===== src/rtl/pump_pwm_driver.sv =====
// Two-channel pump gate PWM driver with slew-limited duty ramping and emergency stop.
// Duty targets are sampled once per PWM period so every period is a whole, glitch-free period.
module pump_pwm_driver #(
   parameter int PRESCALE  = 8,
   parameter int RAMP_STEP = 4
) (
   input  logic       clk,
   input  logic       reset,
   input  logic [7:0] pwm_duty_a,
   input  logic [7:0] pwm_duty_b,
   input  logic       estop,
   output logic       pwm_a,
   output logic       pwm_b,
   output logic [7:0] duty_eff_a,
   output logic [7:0] duty_eff_b,
   output logic       at_target_a,
   output logic       at_target_b
);

   typedef enum logic [1:0] {
      OFF       = 2'd0,
      RAMP_UP   = 2'd1,
      RAMP_DOWN = 2'd2,
      STEADY    = 2'd3
   } pump_state_t;

   localparam int PW = (PRESCALE > 1) ? $clog2(PRESCALE) : 1;
   localparam logic [PW-1:0] PRESCALE_LAST = PW'(PRESCALE - 1);
   localparam logic [8:0] STEP9 = 9'(RAMP_STEP);

   logic [PW-1:0] presc;
   logic [7:0]    cnt;
   logic          tick;
   logic          boundary;

   pump_state_t state_a, state_a_next;
   pump_state_t state_b, state_b_next;
   logic [7:0]  tgt_a, tgt_a_next, eff_a_next;
   logic [7:0]  tgt_b, tgt_b_next, eff_b_next;
   logic        at_target_a_next, at_target_b_next;

   // Move eff toward tgt by at most one step; 9-bit math keeps it inside 0..255.
   function automatic logic [7:0] ramp_toward(input logic [7:0] eff, input logic [7:0] tgt);
      logic [8:0] e9;
      logic [8:0] t9;
      logic [8:0] r;
      e9 = {1'b0, eff};
      t9 = {1'b0, tgt};
      if (t9 >= e9) begin
         r = ((t9 - e9) <= STEP9) ? t9 : (e9 + STEP9);
      end else begin
         r = ((e9 - t9) <= STEP9) ? t9 : (e9 - STEP9);
      end
      return r[7:0];
   endfunction

   function automatic pump_state_t classify(input logic [7:0] eff, input logic [7:0] tgt);
      pump_state_t s;
      if (eff == 8'd0 && tgt == 8'd0) begin
         s = OFF;
      end else if (eff == tgt) begin
         s = STEADY;
      end else if (eff < tgt) begin
         s = RAMP_UP;
      end else begin
         s = RAMP_DOWN;
      end
      return s;
   endfunction

   assign tick     = (presc == PRESCALE_LAST);
   assign boundary = tick && (cnt == 8'd255);

   // Prescaler and shared PWM counter free-run, even during estop.
   always_ff @(posedge clk) begin
      if (reset) begin
         presc <= '0;
         cnt   <= 8'd0;
      end else begin
         presc <= tick ? '0 : presc + 1'b1;
         if (tick) begin
            cnt <= cnt + 8'd1;
         end
      end
   end

   always_comb begin
      state_a_next     = state_a;
      eff_a_next       = duty_eff_a;
      tgt_a_next       = tgt_a;
      at_target_a_next = at_target_a;
      if (boundary) begin
         tgt_a_next   = pwm_duty_a;
         eff_a_next   = ramp_toward(duty_eff_a, pwm_duty_a);
         state_a_next = classify(eff_a_next, pwm_duty_a);
      end
      if (estop) begin
         eff_a_next   = 8'd0;
         state_a_next = OFF;
      end
      if (boundary || estop) begin
         at_target_a_next = (eff_a_next == tgt_a_next);
      end
   end

   always_comb begin
      state_b_next     = state_b;
      eff_b_next       = duty_eff_b;
      tgt_b_next       = tgt_b;
      at_target_b_next = at_target_b;
      if (boundary) begin
         tgt_b_next   = pwm_duty_b;
         eff_b_next   = ramp_toward(duty_eff_b, pwm_duty_b);
         state_b_next = classify(eff_b_next, pwm_duty_b);
      end
      if (estop) begin
         eff_b_next   = 8'd0;
         state_b_next = OFF;
      end
      if (boundary || estop) begin
         at_target_b_next = (eff_b_next == tgt_b_next);
      end
   end

   // New eff lands on the same edge the counter wraps to 0, so it rules whole periods.
   always_ff @(posedge clk) begin
      if (reset) begin
         state_a     <= OFF;
         state_b     <= OFF;
         duty_eff_a  <= 8'd0;
         duty_eff_b  <= 8'd0;
         tgt_a       <= 8'd0;
         tgt_b       <= 8'd0;
         at_target_a <= 1'b0;
         at_target_b <= 1'b0;
         pwm_a       <= 1'b0;
         pwm_b       <= 1'b0;
      end else begin
         state_a     <= state_a_next;
         state_b     <= state_b_next;
         duty_eff_a  <= eff_a_next;
         duty_eff_b  <= eff_b_next;
         tgt_a       <= tgt_a_next;
         tgt_b       <= tgt_b_next;
         at_target_a <= at_target_a_next;
         at_target_b <= at_target_b_next;
         pwm_a       <= (cnt < duty_eff_a) && !estop;
         pwm_b       <= (cnt < duty_eff_b) && !estop;
      end
   end

endmodule

===== config.mk =====
export PLATFORM = sky130hd
export DESIGN_NAME = pump_pwm_driver
export DESIGN_NICKNAME = d
export VERILOG_FILES = /design/src/rtl/pump_pwm_driver.sv
export SDC_FILE = /design/constraint.sdc
export NUM_CORES = 1
export LEC_CHECK = 0
export CAP_MARGIN = 20
export CORE_UTILIZATION = 23
export DETAILED_ROUTE_END_ITERATION = 8
export PLACE_DENSITY = 0.41
export SLEW_MARGIN = 20
export SYNTH_ARGS = -nofsm -noshare
export SYNTH_HDL_FRONTEND = slang
export SYNTH_SLANG_ARGS = --single-unit

===== constraint.sdc =====
create_clock -name clk -period 3.47 [get_ports clk]
set_input_delay 0.694 -clock clk [delete_from_list [all_inputs] [get_ports clk]]
set_output_delay 0.694 -clock clk [all_outputs]
set_load 0.02 [all_outputs]

==> reports/metrics.csv, run 1 <==
metric,value,unit
Post-Route WL,16200,um
Post-Syn Nets,666,
xor and xnor area share after synthesis,0.0488,
H-tree levels,2,
Synth top area share,0.210,
main combinational cell family by area after synthesis,compound AO/OA/AOI/OAI gates,
"Slew Viols, Final",0,
Yosys cell types,73,
Post-Synth Simple-Gate Area,0.213,
TritonCTS sink count,47,
CP required,3.69,ns
PD cells,212,nW/um2
FMAX,298,MHz
YS warnings,0,
Async SR Flop Fraction,0,
full die area,20100,um2
placement row count,50,
first-pass GRT wire length,26000,um
"CTS clk-pin slew, worst paths",0.07,ns
register area share after synthesis,0.210,
vias per cell,4.80,
endpoint class of the critical path,register,
drt drc,0,
height of the die,142,um
CTS buffer count,5,
clk root buf,clkbuf_16,
WL/cell,15.9,um
post-detailed-placement half-perimeter wirelength,12900,um
Mapped Area,4490,um2
I/O Buffers,38,
Hold Crit Class,reg2reg,
max-cap viol count,0,
io pins,39,
DR pass1 iterations,5,
via count,4868,
final instance area,6660,um2
syn_area_per_cell,7.55,um2
type of the worst setup path,in2reg,
Starting DRT DRC Count,304,
peak supply drop,165,uV
CTS tree,done,
total power,1410,uW
RSZ-0062 raised after global routing,yes,
clk_lat worst skew,0.30,ns
Final Skew,0.00842,ns
most instantiated cells after synthesis,"59 x nor2_1, 57 x a21oi_1, 54 x nand2_1, 53 x ha_1, 47 x dfxtp_1",
Tot GR Track Use,0.165,
"count leader, synth",nor2_1,
Leak Pwr,0.00278,uW
Max clock buf depth,2,
status,finished clean,
largest net degree at the start of global routing,40,
starting density of the core,0.237,
Die X,142,um
final hold vios,0,
mux cell area share after synthesis,0.0410,
core area,18900,um2
#FFs+latches synth,47,
vias in the first global route,4816,
Area Overhead vs Synth,48.4,%
Tightest Pin Transition,0.607,ns
share of cells above drive strength 1,0.323,
post-synthesis adder-cell area fraction,0.148,
Tmin final,3.35,ns
"EDFF count, synth",0,
Final ANT Viol Nets,0,
post-synth top area cell,dfxtp_1,
GPL Wtd Cong,0.835,
gr ovfl total,0,
Worst slew margin,0.594,
Compound-Gate Fraction of Synth Area,0.276,
Tcrit/Tclk final,0.967,
ANT cells,0,
placed instance area,6040,um2
worst-path fanout max,6,
final net count,826,
Critical Path Source Type,input pin,
Fillers,1997,
Syn Inst Count,594,
# setup viols final,0,
initial antenna violation count,0,
Hold Buf Count CTS,0,
Most used DFF post-synth,dfxtp_1,
Critical Path AT,3.58,ns
top post-synthesis cells by area,"dfxtp_1 21%, ha_1 15%, a21oi_1 6.4%",
[final timing paths]
kind	start	end	slack, ns	cells past startpoint
min	presc[0]$_SDFF_PP0_	presc[0]$_SDFF_PP0_	0.44	1
max reg2reg	duty_eff_a[3]$_SDFF_PP0_	at_target_a$_SDFFE_PP0P_	0.17	15
max	pwm_duty_a[4]	at_target_a$_SDFFE_PP0P_	0.12	14
min reg2reg	presc[0]$_SDFF_PP0_	presc[0]$_SDFF_PP0_	0.44	1
[power breakdown]
group          internal, uW  total, uW  switching, uW
Sequential              544        548           3.81
Clock                   289        520            231
Combinational           170        342            172
Total                  1000       1410            407
[cell type report]
cell class              count  area [um2]  share of cell area
clock buffers               6         139              0.0209
clock inverters             2        13.8             0.00207
inverters                  43         161              0.0242
multi-input cells         477        3620               0.544
flip-flops and latches     47         943               0.142
repair buffers            180        1450               0.218
well taps                 260         325              0.0489
[what timing repair did]
action | CTS | global route
endpoints found under the setup margin | 11 | 8
pin swaps | 35 | 35
gates resized for setup | 71 | 49
buffers inserted | 11 | 3
[layer usage]
| metal | global-route usage | wire length, um |
|---|---|---|
| met1 | 0.245 | 8550 |
| met3 | 0.0236 | 561 |
| met2 | 0.252 | 6970 |
| met4 | 0.0306 | 98 |
| met5 | 0 | 0 |
[placed cells by master, fill, tap and decap left out, drive strengths merged, types with 4 or more instances in the layout]
cell type | netlist | layout
a21o | 5 | 5
nand2b | 8 | 8
dfxtp | 47 | 47
xor2 | 9 | 9
and3 | 8 | 8
inv | 43 | 44
nand2 | 54 | 54
and2 | 11 | 11
or3 | 4 | 4
clkbuf | 14 | 13
nand4 | 6 | 6
clkdlybuf4s50 | 0 | 23
nand3 | 17 | 17
a31oi | 6 | 6
nor3 | 14 | 14
o21ai | 36 | 36
mux2i | 15 | 15
o21a | 6 | 6
o22ai | 8 | 8
ha | 53 | 53
xnor2 | 16 | 16
a211oi | 11 | 11
o211ai | 6 | 6
nor2 | 59 | 59
nor2b | 7 | 7
buf | 13 | 143
o31ai | 6 | 6
a22oi | 5 | 5
a211o | 4 | 4
dlymetal6s2s | 0 | 5
a21oi | 58 | 58
a21boi | 4 | 4
[registers in the layout (all words and copies together), names as in the netlist]
name         cells
cnt              8
duty_eff_a       8
duty_eff_b       8
tgt_a            8
tgt_b            8
presc            3
at_target_a      1
at_target_b      1
pwm_a            1
pwm_b            1
[metrics by stage]
stage	util	setup TNS (ns)	setup WS, ns	instances	hold slack, ns
6_report	0.352	0	0.115	1015	0.436
5_1_grt	0.352	-0.0507	-0.0507	1015	0.464
4_1_cts	0.347	0	0.00133	1012	0.436
3_5_place_dp	0.320	-6.20	-0.764	993	0.426
3_3_place_gp	0.320	-5.79	-0.673	993	0.414
2_1_floorplan	-	0	0.0335	594	0.404
[cell families (layout without fill, tap and decap cells)]
| family | Yosys count | after routing |
|---|---|---|
| compound gates | 181 | 181 |
| fa+ha+maj | 53 | 53 |
| flops | 47 | 47 |
| simple gates | 200 | 200 |
| mux | 18 | 18 |
| xor+xnor | 25 | 25 |
| buf+inv | 70 | 231 |
[critical path, cell delays in order]
cell and delay (ns):
clkbuf_2 0.11, inv_2 0.07, ha_4 0.27, buf_6 0.14, or4_4 0.43, o2bb2ai_4 0.14, o22ai_2 0.10, or3_1 0.40
a21boi_4 0.18, o21ai_2 0.16, mux2i_1 0.21, o2111ai_1 0.12, a311o_1 0.35, o31ai_2 0.21
No activity file was read; power rests on OpenSTA's default activity.
==> inputs of run 2 (changes only) <==
--- a/config.mk
+++ b/config.mk
@@ -5,8 +5,8 @@
 export SDC_FILE = /design/constraint.sdc
 export NUM_CORES = 1
 export LEC_CHECK = 0
-export CAP_MARGIN = 20
 export CORE_UTILIZATION = 23
+export CTS_CLUSTER_SIZE = 25
 export DETAILED_ROUTE_END_ITERATION = 8
 export PLACE_DENSITY = 0.41
 export SLEW_MARGIN = 20
==> results of run 2 <==
No change in the layout: final DEF, timing and power equal those of run 1.
==> RTL change: new RTL, settings of run 2 <==
Put one more register stage on the output `pwm_b`, cleared by the reset. The value now appears one clock later. The other outputs are not delayed to match.
--- a/src/rtl/pump_pwm_driver.sv
+++ b/src/rtl/pump_pwm_driver.sv
@@ -27,6 +27,8 @@
    localparam int PW = (PRESCALE > 1) ? $clog2(PRESCALE) : 1;
    localparam logic [PW-1:0] PRESCALE_LAST = PW'(PRESCALE - 1);
    localparam logic [8:0] STEP9 = 9'(RAMP_STEP);
+
+   logic pwm_b_s0;
 
    logic [PW-1:0] presc;
    logic [7:0]    cnt;
@@ -134,7 +136,7 @@
          at_target_a <= 1'b0;
          at_target_b <= 1'b0;
          pwm_a       <= 1'b0;
-         pwm_b       <= 1'b0;
+         pwm_b_s0    <= 1'b0;
       end else begin
          state_a     <= state_a_next;
          state_b     <= state_b_next;
@@ -145,7 +147,15 @@
          at_target_a <= at_target_a_next;
          at_target_b <= at_target_b_next;
          pwm_a       <= (cnt < duty_eff_a) && !estop;
-         pwm_b       <= (cnt < duty_eff_b) && !estop;
+         pwm_b_s0    <= (cnt < duty_eff_b) && !estop;
+      end
+   end
+
+   always_ff @(posedge clk) begin
+      if (reset) begin
+         pwm_b <= '0;
+      end else begin
+         pwm_b <= pwm_b_s0;
       end
    end
 
Check against the original RTL: same outputs for any inputs over 10 cycles, from zero or initial values and one cycle with reset high; that may be too few to reach the edited logic, so the function may still have changed.
==> RTL change against run 2 <==
Clock skew shrank 0.0030 ns. Sequential cell count grew 1. Sequential power grew 2%. Global-route usage shrank 0.82 points. Die area shrank 0.55%. Synthesized area shrank 0.56%. Power shrank 0.56%. Worst hold slack gained 0.0028 ns. Sequential share of layout area grew 0.31 points. Utilization grew 0.097 points. Clock power shrank 1%. Cell area is essentially flat. Worst setup slack lost 0.011 ns. Routed wire length shrank 5.4%. Critical path type unchanged. Critical endpoint unchanged.
==> RTL change: results (changes against run 2) <==
Clock network
  – Number of buffers inserted to repair setup after CTS: 17 (+6)

Detailed routing
  – Via count: 4,786 (-1.7%)
  – Detailed router's first-iteration violation count: 236 (-22%)
  – Vias per inst: 4.81 (+0.39%)
  – Post-DR wirelength/cell: 15.4 um (-3.4%)

Placement
  – Setup slack after placement: -0.823 ns (-0.0589 ns)
  – Area post-placement: 6020 um2 (-0.37%)
  – Last weighted congestion value of the routability-driven placer: 0.876 (+5.0%)
  – Number of instances in the placed design: 968 (-2.5%)

Finish
  – Inverters, non-clock: 37 (-14%)
  – Area taken by flip-flops and latches: 963 um2 (+2.1%)
  – Finished Cell Area: 6650 um2 (about the same)
  – Portion of the layout cell area used by non-clock buffers: 21.2% (-0.65 points)
  – Proportion of layout cells with a drive suffix above 1: 33.4% (+1.1 points)
  – Count of flip-flops and latches: 48 (+2.1%)

Power
  – Largest vdd supply drop: 0.220 mV (+34%)
  – Lkg Pwr: 2.67 nW (-3.7%)

Critical path
  – Kind of cell adding the most delay to the critical path: simple AND/OR/NAND/NOR gates
  – Cell with the largest stage delay on the worst path: or3_4
  – Data arrival time of the critical path: 3.57 ns (about the same)
  – Crit path from: pwm_duty_a[1]
  – Number of cells traversed by the worst register-to-register path: 14 (-1)

Timing
  – Worst relative slew slack: 67.6% (+8.2 points)
  – Worst hold margin: 0.439 ns (+0.00282 ns)

Synthesis
  – Mapped Area: 4460 um2 (-0.56%)
  – Post-synthesis net count: 642 (-3.6%)
  – Leading post-synthesis cells by cell area: dfxtp_1 22%, ha_1 15%, nand2_1 4.2%, nor2_1 4.2%, a21oi_1 3.8%

Outcome
  – Status: finished clean

GRT
  – GR Util met1: 19.9% (-4.6 points)
## RTL change: changes by cell type after synthesis, sizes merged, moves of 5 or more
cell	delta
o21ai	-6
o211ai	+5
nor2	-9
a21oi	-24
a32o	+5
nand2b	+5
inv	-6
nor3	+8
and2	-7
## RTL change: power by group
part	internal [mW]	total [mW]	switching (mW)
combinational	0.164	0.328	0.164
sequential	0.555	0.558	0.00309
clock	0.289	0.515	0.227
## RTL change: cells by family (layout without fill, tap and decap cells)
kind of cell               after synthesis  in the layout  synth area share [%]
and+or+nand+nor                        197            197                  21.7
AOI/OAI and AO/OA                      169            169                  27.5
muxes                                   17             17                  3.84
buffers and inverters                   59            223                  5.22
adders and majority gates               53             53                  14.9
DFF                                     48             48                  21.5
xor gates and xnor gates                27             27                  5.30
## RTL change: per-layer routing
layer	up-vias	routed length, um
met1	2281	7260
met3	16	315
met4	0	248
met2	74	7490
met5	-	0
li1	2415	-
